## src/rtl/lsu.sv

```systemverilog
// Load/store unit: issues one RV32I load or store at a time to the ram data port.
// Aligned accesses use a single ram access; misaligned halfwords and words are
// split into sequential byte accesses. Illegal or out-of-range requests fault
// without touching memory.
// Ports:
//   clk, rst                      clock, asynchronous active-high reset
//   req_valid/ready/write/funct3  request handshake and type
//   req_addr, req_wdata           byte address and store data
//   resp_valid/rdata/fault        single-cycle response
//   mem_addr/d_size/w_en/u_en     ram data-side control
//   mem_d_in, mem_d_out           ram store data / registered load data
module lsu #(
    parameter int unsigned MEM_BYTES = 16384
) (
    input  logic        clk,
    input  logic        rst,
    input  logic        req_valid,
    output logic        req_ready,
    input  logic        req_write,
    input  logic [2:0]  req_funct3,
    input  logic [31:0] req_addr,
    input  logic [31:0] req_wdata,
    output logic        resp_valid,
    output logic [31:0] resp_rdata,
    output logic        resp_fault,
    output logic [13:0] mem_addr,
    output logic [1:0]  mem_d_size,
    output logic        mem_w_en,
    output logic        mem_u_en,
    output logic [31:0] mem_d_in,
    input  logic [31:0] mem_d_out
);

    localparam int unsigned AW = 14;

    localparam logic [1:0] S_IDLE    = 2'd0;
    localparam logic [1:0] S_ACCESS  = 2'd1;
    localparam logic [1:0] S_CAPTURE = 2'd2;
    localparam logic [1:0] S_RESP    = 2'd3;

    logic [1:0]    state, state_nxt;
    logic          wr_q;
    logic [2:0]    f3_q;
    logic [AW-1:0] addr_q;
    logic [31:0]   wdata_q;
    logic          misal_q;
    logic [1:0]    last_q;
    logic [1:0]    cnt;
    logic [31:0]   ld_buf;

    logic          accept;
    logic          illegal;
    logic          out_of_range;
    logic          fault;
    logic          misal;
    logic [1:0]    nb_m1;
    logic [32:0]   end_addr;
    logic          more;
    logic [1:0]    cnt_inc;
    logic [31:0]   merged;
    logic [31:0]   load_res;

    // Request decode: size, fault and alignment of the incoming request
    always_comb begin
        case (req_funct3[1:0])
            2'b00:   nb_m1 = 2'd0;
            2'b01:   nb_m1 = 2'd1;
            default: nb_m1 = 2'd3;
        endcase
        illegal      = (req_funct3[1:0] == 2'b11) || (req_funct3[2:1] == 2'b11)
                       || (req_write && req_funct3[2]);
        // 33-bit sum so that addresses near 2^32 do not wrap into range
        end_addr     = {1'b0, req_addr} + 33'(nb_m1);
        out_of_range = end_addr > 33'(MEM_BYTES - 1);
        fault        = illegal || out_of_range;
        misal        = ((req_funct3[1:0] == 2'b01) && req_addr[0])
                    || ((req_funct3[1:0] == 2'b10) && (req_addr[1:0] != 2'b00));
        accept       = req_valid && req_ready;
        more         = misal_q && (cnt != last_q);
        cnt_inc      = cnt + 2'd1;
    end

    // Load result: merge current byte into the buffer, then extend
    always_comb begin
        merged = ld_buf;
        merged[{cnt, 3'b000} +: 8] = mem_d_out[7:0];
        if (!misal_q) begin
            load_res = mem_d_out;
        end else if (f3_q[1:0] == 2'b01) begin
            load_res = f3_q[2] ? {16'b0, merged[15:0]}
                               : {{16{merged[15]}}, merged[15:0]};
        end else begin
            load_res = merged;
        end
    end

    // Next-state logic
    always_comb begin
        state_nxt = state;
        case (state)
            S_IDLE:    if (accept) state_nxt = fault ? S_RESP : S_ACCESS;
            S_ACCESS:  state_nxt = !wr_q ? S_CAPTURE : (more ? S_ACCESS : S_RESP);
            S_CAPTURE: state_nxt = more ? S_ACCESS : S_RESP;
            default:   state_nxt = S_IDLE;
        endcase
    end

    // State register
    always_ff @(posedge clk or posedge rst) begin
        if (rst) state <= S_IDLE;
        else     state <= state_nxt;
    end

    // Request latches, memory drive, load buffer and response registers
    always_ff @(posedge clk or posedge rst) begin
        if (rst) begin
            req_ready  <= 1'b1;
            resp_valid <= 1'b0;
            resp_rdata <= '0;
            resp_fault <= 1'b0;
            mem_addr   <= '0;
            mem_d_size <= '0;
            mem_w_en   <= 1'b0;
            mem_u_en   <= 1'b0;
            mem_d_in   <= '0;
            wr_q       <= 1'b0;
            f3_q       <= '0;
            addr_q     <= '0;
            wdata_q    <= '0;
            misal_q    <= 1'b0;
            last_q     <= '0;
            cnt        <= '0;
            ld_buf     <= '0;
        end else begin
            req_ready  <= (state_nxt == S_IDLE);
            resp_valid <= 1'b0;
            mem_w_en   <= 1'b0;
            case (state)
                S_IDLE: begin
                    if (accept) begin
                        wr_q    <= req_write;
                        f3_q    <= req_funct3;
                        addr_q  <= req_addr[AW-1:0];
                        wdata_q <= req_wdata;
                        misal_q <= misal;
                        last_q  <= nb_m1;
                        cnt     <= '0;
                        ld_buf  <= '0;
                        if (fault) begin
                            resp_valid <= 1'b1;
                            resp_fault <= 1'b1;
                            resp_rdata <= '0;
                        end else begin
                            mem_addr   <= req_addr[AW-1:0];
                            mem_d_size <= misal ? 2'b00 : req_funct3[1:0];
                            mem_u_en   <= misal || req_funct3[2];
                            mem_d_in   <= misal ? {24'b0, req_wdata[7:0]} : req_wdata;
                            mem_w_en   <= req_write;
                        end
                    end
                end
                S_ACCESS, S_CAPTURE: begin
                    if (state == S_CAPTURE) ld_buf <= merged;
                    if (state == S_CAPTURE || wr_q) begin
                        if (more) begin
                            cnt      <= cnt_inc;
                            mem_addr <= addr_q + AW'(cnt_inc);
                            mem_d_in <= {24'b0, wdata_q[{cnt_inc, 3'b000} +: 8]};
                            mem_w_en <= wr_q;
                        end else begin
                            resp_valid <= 1'b1;
                            resp_fault <= 1'b0;
                            resp_rdata <= wr_q ? 32'd0 : load_res;
                        end
                    end
                end
                default: ;
            endcase
        end
    end

endmodule
```

## config.mk

```make
export PLATFORM = sky130hd
export DESIGN_NAME = lsu
export DESIGN_NICKNAME = d
export VERILOG_FILES = /design/src/rtl/lsu.sv
export SDC_FILE = /design/constraint.sdc
export NUM_CORES = 1
export LEC_CHECK = 0
export CORE_MARGIN = 2
export CORE_UTILIZATION = 35
export CTS_BUF_LIST = sky130_fd_sc_hd__clkbuf_2 sky130_fd_sc_hd__clkbuf_4 sky130_fd_sc_hd__clkbuf_8
export CTS_CLUSTER_DIAMETER = 150
export DETAILED_ROUTE_END_ITERATION = 10
export GPL_ROUTABILITY_DRIVEN = 0
export GPL_TIMING_DRIVEN = 0
export PLACE_DENSITY_LB_ADDON = 0.2
export SLEW_MARGIN = 25
export SYNTH_ARGS = -nofsm -noshare
export SYNTH_HDL_FRONTEND = slang
export SYNTH_SLANG_ARGS = --single-unit
```

## constraint.sdc

```tcl
create_clock -name clk -period 5.9 [get_ports clk]
set_clock_uncertainty 0.2 [all_clocks]
set_input_delay 1.18 -clock clk [delete_from_list [all_inputs] [get_ports clk]]
set_output_delay 1.18 -clock clk [all_outputs]
set_load 0.01 [all_outputs]
```

Word-level counts from Yosys, hierarchy flattened
Cells that the tools add are included.
Widths: inputs -> output; s select.
Word-level totals
  register bits: 174
  input bits: 103
  logic and storage cells: 115
Operators by class
  add/sub/neg operators: 4
  magnitude comparators: 1
  equality and inequality tests: 15
  shift-type cells: 3
  multiplexer cells: 50
  bitwise gates (word level): 1
  reduce and logical (&&, ||, !) cells: 23
Operators by type and width (count)
  $mux 32: 15
  $pmux 32 s2: 3
  $mux 14: 4
  $add 32x2->33: 1
  $gt 33x14->1 const B: 1
  $bwmux 32: 1
  $shift 8x7->32 const A: 1
  $shiftx 32x6->8: 1
  $shiftx 8x7->32: 1
  $pmux 14 s2: 1
  $mux 2: 8
  $add 14x2->14: 1
  $ne 2x2->1 const B: 7
  $mux 1: 12
  $reduce_and 5->1: 2
  $eq 2x2->1 const B: 4
  $pmux 2 s2: 2
  $neg 5->7: 1
  $eq 2x1->1 const B: 3
  $logic_not 2->1: 3
  $logic_or 1x1->1: 6
  $pmux 1 s2: 3
  $pmux 2 s3: 1
  $reduce_and 3->1: 2
  8 further kinds: 13

Depth between registers and ports, before layout
Gate-level depths: netlist of the first run.
  depth in word-level cells: 10
  gate-level depth with buffers: 13
  gate-level depth less buffers: 11

Worst setup path after synthesis of the first run
No wires, ideal clock.
  kind: input port to flip-flop
  from: input req_funct3[1]
  to: register mem_addr[0]
  setup time: 0.125 ns
  arrival: 4.129 ns
  required time: 5.575 ns
  path slack: 1.446 ns
  stages: 12
  buffers on the path: 1
  cell sequence: or2_2 ha_1 fa_1 and3_1 nor4b_1 and2_1 or3b_1 a21oi_1 a2bb2oi_4 a41oi_4 buf_6 mux2_4
On the way
  word-level cells in the longest chain between the ends: 7
  elaborated cells on any way between the ends: 12
RTL lines
  from (decl): line 20  | input logic [2:0] req_funct3,
  $eq 2x1->1 or $logic_not 2->1 (tied branches): line 65  | case (req_funct3[1:0])
  $pmux 2 s2: line 65
  $add 32x2->33: line 73  | end_addr = {1'b0, req_addr} + 33'(nb_m1);
  $gt 33x14->1: line 74  | out_of_range = end_addr > 33'(MEM_BYTES - 1);
  $logic_or 1x1->1 *: line 75  | fault = illegal || out_of_range;
  $ne 2x2->1 (no line) *
  $reduce_and 5->1 (no line) *
  to (signal assigned): line 154  | mem_addr <= req_addr[AW-1:0];
  to (signal assigned): line 167  | mem_addr <= addr_q + AW'(cnt_inc);
  to (decl): line 26  | output logic [13:0] mem_addr,
Every way passes the cells marked *; elsewhere a longest branch is shown, timed or not.
A chain may end at the register's enable or synchronous reset.

Final worst setup path of the first run
  from: input req_funct3[1]
  to: register mem_d_in[6]
On the way
  word-level cells in the longest chain between the ends: 7
  elaborated cells on any way between the ends: 12
RTL lines
  $eq 2x1->1 or $logic_not 2->1 (tied branches): line 65
  $pmux 2 s2 *: line 65
  named net nb_m1[0]: line 56  | logic [1:0] nb_m1;
  $add 32x2->33 *: line 73
  $gt 33x14->1 *: line 74
  $logic_or 1x1->1 *: line 75
  $ne 2x2->1 (no line) *
  $reduce_and 5->1 (no line) *
  to (signal assigned): line 157  | mem_d_in <= misal ? {24'b0, req_wdata[7:0]} : req_wdata;
  to (signal assigned): line 168  | mem_d_in <= {24'b0, wdata_q[{cnt_inc, 3'b000} +: 8]};
  to (decl): line 30  | output logic [31:0] mem_d_in,
The timed path passes the listed nets; every way through them passes the cells marked *.

==> reports/results.tsv, run 1 <==
stage	metric	value	unit
outcome	status	finished clean	
pwr	cell internal pwr	3.575	mW
pwr	Leak	5.091	nW
cts	post-cts resize count	0	
setup_path	Max FO, Critical Path	10	
pwr	Pwr per Cell Area	528.3	nW/um2
timing	post-route setup slack	0.7891	ns
grt	GRT Overall Usage	20.04	%
routing	DRT Wirelength	25670	um
floorplan	die area	26150	um2
synthesis	EDFF count, synth	0	
finish	commonest cells after routing, fill and taps aside	188 x nand2_1, 179 x clkdlybuf4s50_1, 173 x dfrtp_1	
setup_path	critical path endpoint category	flop	
placement	DP Area	11050	um2
setup_path	Worst R2R Setup Slack	2.09	ns
synthesis	post-synthesis area per instance	10.17	um2
cts	clk root buf	clkbuf_8	
synthesis	Synth Register Bits	174	
finish	commonest non-fill, non-tap cell in the layout	nand2_1	
timing	RSZ-0062 raised after global routing	no	
min_path	Worst Hold End	wdata_q[7]$_DFFE_PP0P_	
grt	total global routing overflow	0	
pwr	Clk pwr share	14.0	%
min_path	Min-Delay Path Class	flop to flop	
routing	via count	7229	
cts	Max clock buf depth	2	
synthesis	YS warnings	0	
cts	CTS tree	done	
floorplan	die height	161.7	um
synthesis	ys async rst share	100.0	%
placement	DP Worst Slack	0.3510	ns
routing	wire length per cell	18.38	um
cts	CTS Hold Bufs	0	
flow_run	total of max-cap violations	0	
timing	top achievable clock speed	195.7	MHz
synthesis	sequential area share after synthesis	50.04	%
finish	final instance area	11450	um2
timing	Final setup viols	0	
finish	layout cell share with drive strength beyond 1	9.235	%
synthesis	Mapped Cells	856	
min_path	WHS Path Cells	2	
timing	crit share post-route	86.63	%
timing	hold slack	0.2795	ns
min_path	Hold Startpoint	wdata_q[7]$_DFFE_PP0P_	
setup_path	slowest stage delay, CP	0.54	ns
timing	Final Max Slew Viols	0	
grt	global-route wire length before repair	40720	um
routing	post-route ant nets	0	
pwr	Final Power	6.049	mW
setup_path	Critical R2R Capture	resp_rdata[16]$_DFFE_PP0P_	
cts	CTS H-Tree Depth	4	
floorplan	I/O Pins	188	
synthesis	largest cells by area after synthesis	dfrtp_1 50%, a22o_1 9.6%, nand2_1 8.1%	
setup_path	CP max-delay cell	clkdlybuf4s50_1	
timing	worst slew pin tran	0.8535	ns
cts	Clk Latency, worst-skew pair	0.48	ns
routing	initial DRC count	342	
routing	DR pass1 iterations	5	
floorplan	FP Rows	57	
grt	largest net degree at the start of global routing	31	
pwr	Seq pwr share	32.3	%
cts	cts bufs inserted	17	
timing	Worst slew margin	42.62	%
setup_path	worst flop-to-flop path startpoint	cnt[0]$_DFFE_PP0P_	
setup_path	Crit Path Category	primary input to flop	
timing	Final Hold Viols	0	
synthesis	syn nets	974	
synthesis	area leader, netlist	dfrtp_1	
setup_path	Critical Path Source Type	primary input	
synthesis	share of the synthesized area in the top cell type	49.73	%
pwr	Psw	2.474	mW
setup_path	cells on worst reg2reg path	11	
placement	hpwl dp	19000	um
finish	Syn-to-layout area delta	31.55	%
routing	DR vias/cell	5.175	
floorplan	Core Area	24390	um2
synthesis	Yosys cell types	58	
timing	setup TNS	0	ns
cts	number of setup buffers added after CTS	0	
routing	Residual DRC	0	
placement	port bufs	179	
pwr	Net Sw Frac	40.90	%
floorplan	Die Width	161.7	um
synthesis	predominant post-synthesis flop cell	dfrtp_1	
setup_path	CP Data Required Time	6.05	ns
grt	number of global-route vias before repair	7285	
finish	NumNets Final	1178	
timing	minimum clock period	5.111	ns
grt	initial antenna violation count	1	
setup_path	Critical Path, Cell by Cell	clkdlybuf4s50_1, or2_2, ha_1, fa_1, and3_1, nor4b_1, and2_1, or3b_1, a21oi_1, a2bb2oi_4, a41oi_4, buf_6, mux2_4	
pwr	Peak VDD IR	0.2548	mV
synthesis	synthesized cell area	8705	um2
cts	Sink Count	174	
setup_path	CP arrival	5.26	ns
floorplan	Initial Util	35.69	%
pwr	Logic pwr share	53.7	%
cts	Clock transition at path regs	0.09	ns
power groups by stage:
stage                     Clock [mW]  Combinational, mW  Sequential, mW
after detailed placement           0               3.26            1.97
after CTS                      0.861               3.28            1.95
after global placement             0               3.21            1.96
after floorplan                    0               1.95            2.02
final                          0.846               3.25            1.95
after global routing           0.919               3.56            2.01
flip-flops by register name, indices dropped and copies added (netlist names), 2 cells and up:
register    cells
mem_addr       14
mem_d_size      2
ld_buf         32
state           2
wdata_q        32
addr_q         14
cnt             2
mem_d_in       32
last_q          2
f3_q            3
resp_rdata     32
Yosys cell counts (2+ instances only):
master	number
a21o_1	7
a21oi_1	42
a221oi_1	16
a22o_1	95
a311o_1	3
a31oi_1	2
and2_1	4
and3_1	7
and4_1	4
buf_1	17
buf_2	6
buf_6	6
clkbuf_1	25
dfrtp_1	173
fa_1	2
ha_1	13
inv_1	32
mux2_1	6
mux2_2	18
mux2_4	10
mux2i_1	3
mux4_2	8
nand2_1	188
nand2b_1	2
nand3_1	15
nand4_1	11
nor2_1	40
nor2b_1	10
nor3_1	8
nor4_1	6
nor4b_1	2
o21ai_0	11
o22ai_1	18
o31ai_1	2
or2_2	2
or3_1	3
xnor2_1	7
xor2_1	12
worst max-delay path by stage:
stage                  startpoint                 endpoint  slack [ns]
detailed placement  req_funct3[1]  mem_d_in[3]$_DFFE_PP0P_        0.35
finish              req_funct3[1]  mem_d_in[6]$_DFFE_PP0P_        0.79
global route        req_funct3[1]  mem_d_in[2]$_DFFE_PP0P_        0.68
global placement    req_funct3[1]  mem_addr[7]$_DFFE_PP0P_        0.32
CTS                 req_funct3[1]  mem_d_in[6]$_DFFE_PP0P_        0.83
floorplan           req_funct3[1]  mem_addr[0]$_DFFE_PP0P_        1.45
kinds of logic (layout without fill, tap and decap cells):
group           count (synthesis)  in the layout  share of synthesized area (%)
fa+ha+maj                      15             15                          2.329
compound gates                210            210                          18.66
other cells                     0              1                              0
mux                            45             45                          7.244
simple gates                  306            306                          15.47
flops                         174            174                          50.04
xor+xnor                       19             19                          1.912
buf+inv                        87            303                          4.355
routing by layer:
| metal | track usage [%] | vias up | share of wire (%) |
|---|---|---|---|
| li1 | - | 3472 | - |
| met1 | 27.62 | 3531 | 46 |
| met2 | 32.09 | 210 | 47 |
| met3 | 5.439 | 16 | 6.1 |
| met4 | 3.821 | 0 | 0.81 |
| met5 | 0 | - | 0 |
critical path, delay by kind of cell:
family | cells | cell delay (ns)
mux | 1 | 0.30
fa+ha+maj | 2 | 0.60
simple gates | 5 | 1.31
compound gates | 3 | 1.01
buf+inv | 2 | 0.83
layout make-up:
class                      count  area [um2]
fill                        2325       12940
sequential                   174        4355
multi-input combinational    595        3993
timing repair buffer         185        1927
tap                          324       405.4
clock buffer                  19       261.5
buffer                        54       255.2
inverter                      33       127.6
clock inverter                12       123.9
antenna                        1       2.502
per-stage QoR:
| step | util (%) | instances |
|---|---|---|
| finish | 46.95 | 1397 |
| global route | 46.95 | 1397 |
| CTS | 46.90 | 1396 |
| detailed placement | 45.32 | 1365 |
| global placement | 44.71 | 1359 |
| floorplan | - | 856 |
Note: power is estimated with default switching activity, not from simulation.
==> run 2, diff against run 1 <==
--- a/config.mk
+++ b/config.mk
@@ -13,7 +13,6 @@
 export GPL_ROUTABILITY_DRIVEN = 0
 export GPL_TIMING_DRIVEN = 0
 export PLACE_DENSITY_LB_ADDON = 0.2
-export SLEW_MARGIN = 25
 export SYNTH_ARGS = -nofsm -noshare
 export SYNTH_HDL_FRONTEND = slang
 export SYNTH_SLANG_ARGS = --single-unit
==> reports/results.tsv, run 2 (synthesized netlist as in run 1, its figures left out) <==
stage	metric	value	unit	change
grt	initial antenna violation count	0		was 1
cts	number of setup buffers added after CTS	0		unchanged
grt	GRT Overall Usage	20.02	%	was 20.04%
timing	crit share post-route	86.06	%	was 86.63%
timing	Final setup viols	0		unchanged
finish	number of diodes	0		was 1
finish	fin util	46.70	%	was 46.95%
routing	Residual DRC	0		unchanged
flow_run	total of max-cap violations	0		unchanged
timing	top achievable clock speed	196.9	MHz	was 195.7 MHz
setup_path	Crit Path Category	primary input to flop		unchanged
setup_path	CP max-delay cell	clkdlybuf4s50_1		unchanged
outcome	status	finished clean		unchanged
setup_path	critical path endpoint category	flop		unchanged
finish	commonest non-fill, non-tap cell in the layout	nand2_1		unchanged
cts	Clk Latency, worst-skew pair	0.48	ns	about the same
setup_path	Max FO, Critical Path	10		unchanged
timing	hold slack	0.2824	ns	was 0.2795 ns
floorplan	FP Rows	57		unchanged
routing	post-route ant nets	0		unchanged
cts	Sink Count	174		unchanged
routing	DR pass1 iterations	5		unchanged
pwr	Leak	5.074	nW	was 5.091 nW
pwr	Peak VDD IR	0.2287	mV	was 0.2548 mV
min_path	Min-Delay Path Class	flop to flop		unchanged
floorplan	die area	26150	um2	unchanged
grt	global-route wire length before repair	40810	um	was 40720 um
timing	minimum clock period	5.077	ns	was 5.111 ns
timing	RSZ-0062 raised after global routing	no		unchanged
setup_path	CP Data Required Time	6.06	ns	was 6.05 ns
routing	via count	7262		was 7229
cts	CTS Hold Bufs	0		unchanged
floorplan	I/O Pins	188		unchanged
pwr	Pwr per Cell Area	527.5	nW/um2	was 528.3 nW/um2
timing	Final Max Slew Viols	0		unchanged
floorplan	die height	161.7	um	unchanged
routing	DRT Wirelength	25660	um	was 25670 um
setup_path	slowest stage delay, CP	0.53	ns	was 0.54 ns
routing	initial DRC count	359		was 342
placement	port bufs	179		unchanged
setup_path	Buffers & Inverters on Critical Path	2		unchanged
finish	commonest cells after routing, fill and taps aside	188 x nand2_1, 179 x clkdlybuf4s50_1, 173 x dfrtp_1		unchanged
cts	cts bufs inserted	17		unchanged
grt	largest net degree at the start of global routing	44		was 31
finish	Syn-to-layout area delta	30.86	%	was 31.55%
placement	hpwl dp	18860	um	was 19000 um
routing	wire length per cell	18.39	um	was 18.38 um
cts	post-cts resize count	0		unchanged
cts	clk root buf	clkbuf_8		unchanged
setup_path	Critical Path, Cell by Cell	clkdlybuf4s50_1, or2_2, ha_1, fa_1, and3_1, nor4b_1, and2_1, or3b_1, a21oi_1, a2bb2oi_4, a41oi_4, buf_6, mux2_4		unchanged
finish	layout cell share with drive strength beyond 1	8.870	%	was 9.235%
finish	NumNets Final	1177		was 1178
setup_path	family with the most delay on the worst path	simple AND/OR/NAND/NOR gates		unchanged
setup_path	CP arrival	5.23	ns	was 5.26 ns
timing	Final Hold Viols	0		unchanged
grt	total global routing overflow	0		unchanged
timing	worst slew pin tran	1.341	ns	was 0.8535 ns
cts	CTS H-Tree Depth	4		unchanged
cts	Clock transition at path regs	0.10	ns	was 0.09 ns
setup_path	Critical Path Source Type	primary input		unchanged
routing	DR vias/cell	5.206		was 5.175
floorplan	Initial Util	35.69	%	unchanged
cts	CTS tree	done		unchanged
floorplan	Die Width	161.7	um	unchanged
timing	Worst slew margin	9.750	%	was 42.62%
grt	number of global-route vias before repair	7254		was 7285
timing	setup TNS	0	ns	unchanged
floorplan	Core Area	24390	um2	unchanged
cts	Max clock buf depth	2		unchanged
[run 2: metal layers]
metal | GRT usage, % | up-vias | wire length [um]
met5 | 0 | - | 0
met4 | 4.143 | 0 | 188
met3 | 4.877 | 18 | 1530
met2 | 31.82 | 198 | 12100
met1 | 28.02 | 3583 | 11830
li1 | - | 3463 | -
[run 2: through the flow]
step / cell area (um2) / std cells / worst slack, ns / total power [mW]
global route: 11390 / 1395 / 0.6785 / 6.453
floorplan: 8708 / 856 / 1.446 / 3.974
CTS: 11380 / 1395 / 0.8255 / 6.056
finish: 11390 / 1395 / 0.8225 / 6.009
detailed placement: 11010 / 1364 / 0.3497 / 5.216
global placement: 10910 / 1359 / 0.3227 / 5.172
[run 2: area by class of cell]
| type | count | area, um2 |
|---|---|---|
| fillers | 2331 | 13000 |
| flip-flops and latches | 174 | 4355 |
| multi-input cells | 595 | 3976 |
| repair buffers | 184 | 1899 |
| well taps | 324 | 405.4 |
| plain buffers | 54 | 255.2 |
| clock buffers | 18 | 241.5 |
| clock inverters | 13 | 130.1 |
| inverters | 33 | 127.6 |
[run 2: tightest hold or removal path, cell delays in order (launching register included)]
cell and delay, ns:
dfrtp_1 0.35, nand2_1 0.05, nand2_1 0.06
[run 2: final timing paths]
path	depth (start not counted)	start	endpoint	slack (ns)
worst min register to register	2	wdata_q[7]$_DFFE_PP0P_	wdata_q[7]$_DFFE_PP0P_	0.28
min in group asynchronous	2	rst	mem_d_in[12]$_DFFE_PP0P_	0.93
max in group asynchronous	5	rst	mem_addr[8]$_DFFE_PP0P_	3.52
worst max-delay path	13	req_funct3[1]	mem_d_in[7]$_DFFE_PP0P_	0.82
worst max register to register	11	cnt[0]$_DFFE_PP0P_	resp_rdata[16]$_DFFE_PP0P_	1.75
worst min-delay path	2	wdata_q[7]$_DFFE_PP0P_	wdata_q[7]$_DFFE_PP0P_	0.28
[run 2: power by group]
part | total [mW] | internal [mW] | switching, mW
logic | 3.23 | 1.55 | 1.68
registers | 1.95 | 1.66 | 0.292
clock network | 0.826 | 0.345 | 0.480
